## src/rtl/flash_phy_pkg.sv

```systemverilog
// Shared types for the flash PHY read path: read-buffer entry layout and
// the read-buffer controller state encoding.
package flash_phy_pkg;

  localparam int BankAddrW      = 8;
  localparam int PlainDataWidth = 16;
  localparam int InfoTypesWidth = 2;

  typedef enum logic [1:0] {
    Invalid = 2'd0,
    Wip     = 2'd1,
    Valid   = 2'd2
  } rd_buf_attr_e;

  typedef struct packed {
    rd_buf_attr_e              attr;
    logic [BankAddrW-1:0]      addr;
    logic                      part;
    logic [InfoTypesWidth-1:0] info_sel;
    logic [PlainDataWidth-1:0] data;
    logic                      err;
  } rd_buf_t;

  // Address tag only; what lookups compare against
  typedef struct packed {
    logic [BankAddrW-1:0]      addr;
    logic                      part;
    logic [InfoTypesWidth-1:0] info_sel;
  } rd_tag_t;

  typedef enum logic [1:0] {
    StIdle     = 2'd0,
    StFlashReq = 2'd1,
    StDataWait = 2'd2,
    StResp     = 2'd3
  } rd_ctrl_state_e;

endpackage

```

## src/rtl/flash_phy_rd_buf_lookup.sv

```systemverilog
// Combinational tag lookup across all read buffers: hit, in-progress match,
// program-wipe candidates and replacement victim.
module flash_phy_rd_buf_lookup import flash_phy_pkg::*; #(
  parameter int NumBuf = 4,
  parameter int IdxW   = $clog2(NumBuf)
) (
  input  rd_buf_attr_e [NumBuf-1:0] attr,
  input  rd_tag_t      [NumBuf-1:0] tag,
  input  logic         [NumBuf-1:0] err,
  input  rd_tag_t                   req_tag,
  input  rd_tag_t                   prog_tag,
  input  logic         [IdxW-1:0]   rr_ptr,
  output logic                      hit,
  output logic         [IdxW-1:0]   hit_idx,
  output logic                      wip_match,
  output logic         [NumBuf-1:0] wipe_vec,
  output logic         [IdxW-1:0]   victim
);

  logic [NumBuf-1:0] valid_match;
  logic [NumBuf-1:0] wip_vec;
  logic [NumBuf-1:0] inv_vec;
  logic [NumBuf-1:0] err_vec;

  for (genvar gi = 0; gi < NumBuf; gi++) begin : g_cmp
    logic req_eq;
    assign req_eq          = (tag[gi] == req_tag);
    assign valid_match[gi] = (attr[gi] == Valid) && !err[gi] && req_eq;
    assign wip_vec[gi]     = (attr[gi] == Wip) && req_eq;
    assign wipe_vec[gi]    = (attr[gi] != Invalid) && (tag[gi] == prog_tag);
    assign inv_vec[gi]     = (attr[gi] == Invalid);
    assign err_vec[gi]     = (attr[gi] == Valid) && err[gi];
  end

  assign hit       = |valid_match;
  assign wip_match = |wip_vec;

  // Descending scans so the lowest set index is the one left standing
  always_comb begin
    hit_idx = '0;
    for (int i = NumBuf - 1; i >= 0; i--) begin
      if (valid_match[i]) hit_idx = IdxW'(i);
    end
  end

  // Invalid entries beat errored ones, which beat round-robin
  always_comb begin
    victim = rr_ptr;
    for (int i = NumBuf - 1; i >= 0; i--) begin
      if (err_vec[i]) victim = IdxW'(i);
    end
    for (int i = NumBuf - 1; i >= 0; i--) begin
      if (inv_vec[i]) victim = IdxW'(i);
    end
  end

endmodule

```

## src/rtl/flash_phy_rd_buf_ctrl.sv

```systemverilog
// Read-buffer controller: serves hits from the buffers, allocates and fills a
// victim on a miss with one outstanding flash read, and wipes programmed tags.
module flash_phy_rd_buf_ctrl import flash_phy_pkg::*; #(
  parameter int NumBuf   = 4,
  parameter int AddrW    = BankAddrW,
  parameter int DataW    = PlainDataWidth,
  parameter int InfoSelW = InfoTypesWidth
) (
  input  logic                       clk_i,
  input  logic                       rst_i,
  input  logic                       en_i,
  input  logic                       req_i,
  input  logic [AddrW-1:0]           req_addr_i,
  input  logic                       req_part_i,
  input  logic [InfoSelW-1:0]        req_info_sel_i,
  output logic                       req_ready_o,
  input  logic                       prog_i,
  input  logic [AddrW-1:0]           prog_addr_i,
  input  logic                       prog_part_i,
  input  logic [InfoSelW-1:0]        prog_info_sel_i,
  input  rd_buf_t [NumBuf-1:0]       buf_i,
  output logic [NumBuf-1:0]          alloc_o,
  output logic [NumBuf-1:0]          update_o,
  output logic [NumBuf-1:0]          wipe_o,
  output logic                       flash_req_o,
  output logic [AddrW-1:0]           flash_addr_o,
  output logic                       flash_part_o,
  output logic [InfoSelW-1:0]        flash_info_sel_o,
  input  logic                       flash_ack_i,
  input  logic                       flash_done_i,
  input  logic [DataW-1:0]           flash_data_i,
  input  logic                       flash_err_i,
  output logic                       rsp_valid_o,
  output logic [DataW-1:0]           rsp_data_o,
  output logic                       rsp_err_o,
  output logic                       rsp_hit_o
);

  localparam int IdxW = $clog2(NumBuf);

  rd_ctrl_state_e            state;
  logic [IdxW-1:0]           rr_ptr;
  logic [IdxW-1:0]           victim_q;
  logic                      bypass;
  logic                      wiped_flag;

  rd_buf_attr_e [NumBuf-1:0] attr;
  rd_tag_t      [NumBuf-1:0] tag;
  logic         [NumBuf-1:0] err;
  logic                      hit;
  logic         [IdxW-1:0]   hit_idx;
  logic                      wip_match;
  logic         [NumBuf-1:0] wipe_vec;
  logic         [IdxW-1:0]   victim;
  logic         [IdxW-1:0]   rr_next;
  logic                      inflight_wipe;

  for (genvar gi = 0; gi < NumBuf; gi++) begin : g_split
    assign attr[gi] = buf_i[gi].attr;
    assign tag[gi]  = '{addr: buf_i[gi].addr, part: buf_i[gi].part,
                        info_sel: buf_i[gi].info_sel};
    assign err[gi]  = buf_i[gi].err;
  end

  flash_phy_rd_buf_lookup #(.NumBuf(NumBuf), .IdxW(IdxW)) u_lookup (
    .attr      (attr),
    .tag       (tag),
    .err       (err),
    .req_tag   ('{addr: req_addr_i, part: req_part_i, info_sel: req_info_sel_i}),
    .prog_tag  ('{addr: prog_addr_i, part: prog_part_i, info_sel: prog_info_sel_i}),
    .rr_ptr    (rr_ptr),
    .hit       (hit),
    .hit_idx   (hit_idx),
    .wip_match (wip_match),
    .wipe_vec  (wipe_vec),
    .victim    (victim)
  );

  // Programs win over reads; a read to an in-progress tag waits for its fill
  assign req_ready_o   = (state == StIdle) && req_i && !prog_i &&
                         (!en_i || hit || !wip_match);
  assign wipe_o        = prog_i ? wipe_vec : '0;
  assign inflight_wipe = prog_i && wipe_vec[victim_q] && !bypass;
  assign rr_next       = (victim == IdxW'(NumBuf - 1)) ? '0 : victim + 1'b1;

  always_comb begin
    alloc_o = '0;
    if (req_ready_o && en_i && !hit) alloc_o[victim] = 1'b1;
  end

  // Only fill an entry still waiting for this read, i.e. not wiped or disabled
  always_comb begin
    update_o = '0;
    if (state == StDataWait && flash_done_i && !bypass && en_i && !wiped_flag &&
        !inflight_wipe && attr[victim_q] == Wip) begin
      update_o[victim_q] = 1'b1;
    end
  end

  always_ff @(posedge clk_i or posedge rst_i) begin
    if (rst_i) begin
      state            <= StIdle;
      rr_ptr           <= '0;
      victim_q         <= '0;
      bypass           <= 1'b0;
      wiped_flag       <= 1'b0;
      flash_req_o      <= 1'b0;
      flash_addr_o     <= '0;
      flash_part_o     <= 1'b0;
      flash_info_sel_o <= '0;
      rsp_valid_o      <= 1'b0;
      rsp_data_o       <= '0;
      rsp_err_o        <= 1'b0;
      rsp_hit_o        <= 1'b0;
    end else begin
      rsp_valid_o <= 1'b0;
      case (state)
        StIdle: begin
          if (req_ready_o) begin
            if (en_i && hit) begin
              rsp_valid_o <= 1'b1;
              rsp_data_o  <= buf_i[hit_idx].data;
              rsp_err_o   <= 1'b0;
              rsp_hit_o   <= 1'b1;
            end else begin
              flash_addr_o     <= req_addr_i;
              flash_part_o     <= req_part_i;
              flash_info_sel_o <= req_info_sel_i;
              flash_req_o      <= 1'b1;
              bypass           <= !en_i;
              wiped_flag       <= 1'b0;
              state            <= StFlashReq;
              if (en_i) begin
                victim_q <= victim;
                rr_ptr   <= rr_next;
              end
            end
          end
        end
        StFlashReq: begin
          if (inflight_wipe) wiped_flag <= 1'b1;
          if (flash_ack_i) begin
            flash_req_o <= 1'b0;
            state       <= StDataWait;
          end
        end
        StDataWait: begin
          if (inflight_wipe) wiped_flag <= 1'b1;
          if (flash_done_i) begin
            rsp_valid_o <= 1'b1;
            rsp_data_o  <= flash_data_i;
            rsp_err_o   <= flash_err_i;
            rsp_hit_o   <= 1'b0;
            state       <= StResp;
          end
        end
        default: begin
          wiped_flag <= 1'b0;
          state      <= StIdle;
        end
      endcase
    end
  end

endmodule
```

## config.mk

```make
export PLATFORM = sky130hd
export DESIGN_NAME = flash_phy_rd_buf_ctrl
export DESIGN_NICKNAME = d
export VERILOG_FILES = /design/src/rtl/flash_phy_pkg.sv /design/src/rtl/flash_phy_rd_buf_lookup.sv /design/src/rtl/flash_phy_rd_buf_ctrl.sv
export SDC_FILE = /design/constraint.sdc
export NUM_CORES = 1
export LEC_CHECK = 0
export ABC_AREA = 1
export BUFFER_PORTS_ARGS = -buffer_cell sky130_fd_sc_hd__buf_4
export CAP_MARGIN = 15
export CORE_MARGIN = 10
export CORE_UTILIZATION = 44
export CTS_CLUSTER_DIAMETER = 30
export DETAILED_ROUTE_END_ITERATION = 8
export PLACE_DENSITY = 0.9
export SLEW_MARGIN = 30
export SYNTH_ARGS = -nofsm -noshare
export SYNTH_HDL_FRONTEND = slang
export SYNTH_SLANG_ARGS = --single-unit
```

## constraint.sdc

```tcl
create_clock -name clk_i -period 1.7 [get_ports clk_i]
set_input_delay 0.085 -clock clk_i [delete_from_list [all_inputs] [get_ports clk_i]]
set_output_delay 0.085 -clock clk_i [all_outputs]
set_load 0.03 [all_outputs]
```

==> flow_summary.rst <==
.. list-table::
   :header-rows: 1

   * - Metric
     - Value
   * - Fin. Hold Viols
     - 0
   * - Unrepaired setup endpoints after global routing
     - true
   * - First-iteration detailed-routing DRC count
     - around 770
   * - Worst Reg-to-Reg Cells
     - 9
   * - Initial core utilization
     - a little under half
   * - Sw Pwr
     - between 0.004 and 0.005 W
   * - Half-perimeter wire length of the detailed placement result
     - approximately 15000 microns
   * - DRC violations left
     - 0
   * - Slew Limit Fails
     - 0
   * - Final setup TNS
     - -5235 ps
   * - Syn avg cell area
     - roughly 5.6 sq um
   * - Synth top area share
     - 22.32%
   * - Maximum net fanout on the critical path
     - 7
   * - Hold Path Class
     - primary input to register
   * - Fraction of the yosys area taken by sequential cells
     - 21.82%
   * - Delay contributed by the slowest stage of the critical path
     - approximately 410 ps
   * - Count of clock tree sinks
     - 39
   * - Final standard cell count with taps included and fillers excluded
     - 1236
   * - Worst path setup slack after routing
     - -277.7 ps
   * - Synthesized-area fraction occupied by xor and xnor cells
     - 7.832%
   * - Worst skew pair latency
     - between 300 and 400 ps
   * - Post-synthesis share of cell area spent on and, or, nand and nor gates
     - approximately 42%
   * - Endpoint of the lowest-slack register-to-register path
     - flash_req_o
   * - Via total after detailed routing
     - ~6600
   * - Area Growth Syn to Fin
     - 72.20%
   * - Number of global-route vias before repair
     - between 5000 and 6000
   * - Critical Path Sink Type
     - output port
   * - Final standard cell utilization of the core
     - between 70% and 80%
   * - Wire length of the first global-routing pass
     - between 20000 and 30000 microns
   * - CP Launch Type
     - register
   * - Arrival time of the worst setup path
     - about 1900 ps
   * - Required time of the worst setup path
     - ~1600 ps
   * - Hold-critical path depth
     - 3
   * - Largest area contributor in the synthesized netlist
     - sky130_fd_sc_hd__nand2_1
   * - Number of diodes
     - 0
   * - IO Pins
     - 210
   * - Flop pwr share
     - 20.0%
   * - TritonCTS clock tree
     - yes
   * - Die Outline Area
     - between 10000 and 15000 sq um
   * - Leakage
     - between 4 and 5 nW
   * - Post-placement cell count
     - between 1000 and 1500
   * - Drt total wl
     - approximately 22000 microns
   * - Die X-Extent
     - 120.8 microns
   * - Kind of critical path
     - register to output port
   * - Synthesized-area fraction occupied by ao, oa, aoi and oai cells
     - under 10%
   * - Synth Warn #
     - 0
   * - Power Internal
     - around 0.0046 W
   * - Global route total overflow
     - 0
   * - Placer Congestion
     - 0.9531
   * - Violations in the final reports
     - setup timing
   * - Startpoint of the worst register-to-register path
     - state[0]
   * - Number of nets in the finished design
     - approximately 1300
   * - Top achievable clock speed
     - ~500 MHz
   * - Clock edge transition at the registers on the reported setup and hold paths
     - ~90 ps
   * - Final clock period utilization by the worst path
     - 116.3%
   * - Post-synthesis sequential element count
     - 39
   * - Worst-Margin Slew
     - between 500 and 600 ps
   * - PwrDens
     - approximately 1200 nW/um^2
   * - Switching fraction of total power
     - 49.17%
   * - Number of fillers in the final layout
     - 660
   * - Max-cap violations
     - 0
   * - Yosys cell types
     - 31
   * - Fraction of power consumed by the clock network
     - ~7.3%
   * - Mean routed wirelength per cell
     - around 18 microns
   * - Post-synthesis net count
     - 970
   * - Global-route usage over all layers
     - 24.79%
   * - Setup-failing EPs final
     - 29
   * - Total power
     - between 0.009 and 0.01 W
   * - Clock root buffer
     - sky130_fd_sc_hd__clkbuf_8
   * - Pin count of the biggest net entering global routing
     - 40
   * - Total buffers and inverters traversed by the critical path
     - 5
   * - Antenna violations before repair
     - 0
   * - Outcome
     - finished with violations
   * - Clock H-tree levels
     - 2
   * - TritonCTS Buffers
     - 5
   * - Launch point of the critical path
     - state[0]
   * - Worst Hold Path EP
     - rsp_err_o
   * - Clock skew after layout
     - roughly 13 ps
   * - Main combinational cell family by area after synthesis
     - simple AND/OR/NAND/NOR gates
   * - Normalized max-slew margin
     - 66.00%
   * - Placeable core region
     - 9819 sq um
   * - Worst path slowest cell
     - sky130_fd_sc_hd__dfrtp_1
   * - Crit path time final
     - a little under 2000 ps
   * - Number of vias per cell after detailed routing
     - around 5.4
   * - Main area contributors after synthesis
     - sky130_fd_sc_hd__nand2_1 22%, sky130_fd_sc_hd__dfrtp_1 22%, sky130_fd_sc_hd__inv_1 13%
   * - Cell row count
     - 36
   * - Worst min-delay path startpoint
     - flash_err_i
   * - Ordered cell list for the critical path
     - inv_2 > buf_6 > ha_4 > nand3_4 > inv_2 > nand2_4 > nor3_4 > clkinv_4 > nor2_4 > buf_6
   * - Portion of netlist area occupied by mux cells
     - 0%
   * - Layout cell share with drive strength beyond 1
     - around two fifths
   * - Die span in y
     - 120.8 microns
   * - Logic pwr share
     - a little over 70%
   * - Number of standard cells after synthesis
     - around 800
   * - Reg-to-reg setup timing slack
     - -220 ps
   * - Post-synthesis adder-cell area fraction
     - under 10%
   * - Number of nets still failing antenna checks after routing
     - 0
   * - Synth Cell Area
     - approximately 4500 sq um
   * - Clock tree buffer depth
     - 2
   * - Number of buffer cells added on primary ports
     - 209
   * - Family with the most delay on the worst path
     - buffers and inverters
   * - Number of iterations in the first detailed-routing pass
     - 8
   * - Worst VDD drop
     - just over 0.0006 V
[worst min-delay path, stage by stage]
cell	delay, ps
sky130_fd_sc_hd__buf_4	110
sky130_fd_sc_hd__nand2_1	70
sky130_fd_sc_hd__o21ai_1	70
[layout by cell type (no fill, tap or decap), types with 3 or more instances in the layout]
| cell | instances |
|---|---|
| sky130_fd_sc_hd__a21oi_1 | 20 |
| sky130_fd_sc_hd__a21oi_2 | 14 |
| sky130_fd_sc_hd__buf_12 | 7 |
| sky130_fd_sc_hd__buf_4 | 295 |
| sky130_fd_sc_hd__buf_6 | 16 |
| sky130_fd_sc_hd__clkbuf_16 | 4 |
| sky130_fd_sc_hd__clkbuf_8 | 5 |
| sky130_fd_sc_hd__dfrtp_1 | 36 |
| sky130_fd_sc_hd__dfrtp_2 | 3 |
| sky130_fd_sc_hd__ha_1 | 6 |
| sky130_fd_sc_hd__inv_1 | 147 |
| sky130_fd_sc_hd__inv_2 | 12 |
| sky130_fd_sc_hd__nand2_1 | 260 |
| sky130_fd_sc_hd__nand2_2 | 3 |
| sky130_fd_sc_hd__nand2_4 | 7 |
| sky130_fd_sc_hd__nand3_1 | 89 |
| sky130_fd_sc_hd__nand4_1 | 10 |
| sky130_fd_sc_hd__nor2_1 | 17 |
| sky130_fd_sc_hd__nor2_2 | 23 |
| sky130_fd_sc_hd__nor2_4 | 13 |
| sky130_fd_sc_hd__nor3_1 | 15 |
| sky130_fd_sc_hd__o21ai_0 | 9 |
| sky130_fd_sc_hd__o21ai_1 | 9 |
| sky130_fd_sc_hd__o22ai_1 | 10 |
| sky130_fd_sc_hd__xnor2_1 | 23 |
| sky130_fd_sc_hd__xor2_1 | 17 |
[cells in the mapped netlist]
| cell type | count |
|---|---|
| sky130_fd_sc_hd__nand4_1 | 10 |
| sky130_fd_sc_hd__buf_4 | 3 |
| sky130_fd_sc_hd__nor3_4 | 1 |
| sky130_fd_sc_hd__xnor2_1 | 23 |
| sky130_fd_sc_hd__nor3_1 | 16 |
| sky130_fd_sc_hd__buf_2 | 13 |
| sky130_fd_sc_hd__nand2_1 | 266 |
| sky130_fd_sc_hd__nand2_2 | 3 |
| sky130_fd_sc_hd__xor2_1 | 17 |
| sky130_fd_sc_hd__o21ai_0 | 12 |
| sky130_fd_sc_hd__o211ai_1 | 1 |
| sky130_fd_sc_hd__nand3_1 | 91 |
| sky130_fd_sc_hd__o22ai_1 | 12 |
| sky130_fd_sc_hd__o21ai_1 | 7 |
| sky130_fd_sc_hd__inv_1 | 155 |
| sky130_fd_sc_hd__nor2_1 | 51 |
| sky130_fd_sc_hd__nor2_2 | 2 |
| sky130_fd_sc_hd__buf_6 | 2 |
| sky130_fd_sc_hd__nor4_1 | 1 |
| sky130_fd_sc_hd__inv_2 | 8 |
| sky130_fd_sc_hd__a21oi_4 | 1 |
| sky130_fd_sc_hd__nand4_2 | 1 |
| sky130_fd_sc_hd__ha_1 | 8 |
| sky130_fd_sc_hd__a221oi_1 | 1 |
| sky130_fd_sc_hd__clkbuf_1 | 11 |
| sky130_fd_sc_hd__or2_2 | 2 |
| sky130_fd_sc_hd__nand2_4 | 2 |
| sky130_fd_sc_hd__dfrtp_1 | 39 |
| sky130_fd_sc_hd__a21oi_1 | 35 |
| sky130_fd_sc_hd__o2111ai_1 | 1 |
| sky130_fd_sc_hd__nand3b_1 | 1 |
[sequential cells by signal, indices dropped and copies added, names as in the netlist, 2 cells and up]
signal / count
rsp_data_o: 16
flash_addr_o: 8
flash_info_sel_o: 2
rr_ptr: 2
state: 2
victim_q: 2
[power groups by stage]
stage | combinational, W | sequential, W | clock [W]
2_1_floorplan | 0.00207 | 0.00235 | 0
3_3_place_gp | 0.00451 | 0.00168 | 0
3_5_place_dp | 0.00464 | 0.00169 | 0
4_1_cts | 0.00528 | 0.00170 | 0.000646
5_1_grt | 0.00695 | 0.00184 | 0.000681
6_report | 0.00656 | 0.00180 | 0.000658
[routing by layer]
layer  track usage [%]  part of all wire [%]  up-vias
met2             42.21                    47      526
met3             6.096                    11      127
met4             13.57                   6.9        0
met1             27.81                    35     2925
li1                  -                     -     3043
met5                 0                     0        -
[how the worst max path moves through the flow]
stage	end	slack (ps)	cells past startpoint
finish	alloc_o[3]	-280	10
floorplan	rsp_data_o[0]	-4	9
detailed placement	rsp_data_o[3]	-210	16
global route	update_o[3]	-370	13
CTS	update_o[1]	-260	7
global placement	update_o[0]	-150	10
[per-stage QoR]
step | setup slack [ps] | hold WS (ps) | instance area, sq um
floorplan | -4.278 | 229.5 | 4591
global placement | -150.1 | 237.3 | 6940
detailed placement | -209.6 | 239.1 | 6940
CTS | -256.1 | 45.64 | 7286
global route | -372.7 | 84.97 | 7702
finish | -277.7 | 56.47 | 7702
[timing repair]
item                                    CTS  global route
resized for setup                        37            74
endpoints found under the hold margin    39             0
endpoints found under the setup margin   31            43
pin swaps                                10            15
gates cloned                              2             6
hold buffers                              1             0
setup buffers                             7            10
[kinds of logic after synthesis]
logic type,Yosys count
compound gates,70
xor+xnor,40
fa+ha+maj,8
buf+inv,192
flops,39
simple gates,447
[cell type report]
type | instances | area (sq um) | share of cell area, %
clock buffer | 6 | 72.57 | 0.9422
clock inverter | 2 | 12.51 | 0.1624
inverter | 163 | 621.8 | 8.073
multi-input combinational | 565 | 3114 | 40.43
sequential | 39 | 979.7 | 12.72
tap | 133 | 166.4 | 2.160
timing repair buffer | 328 | 2735 | 35.51
Power figures use the tool's default switching activity.
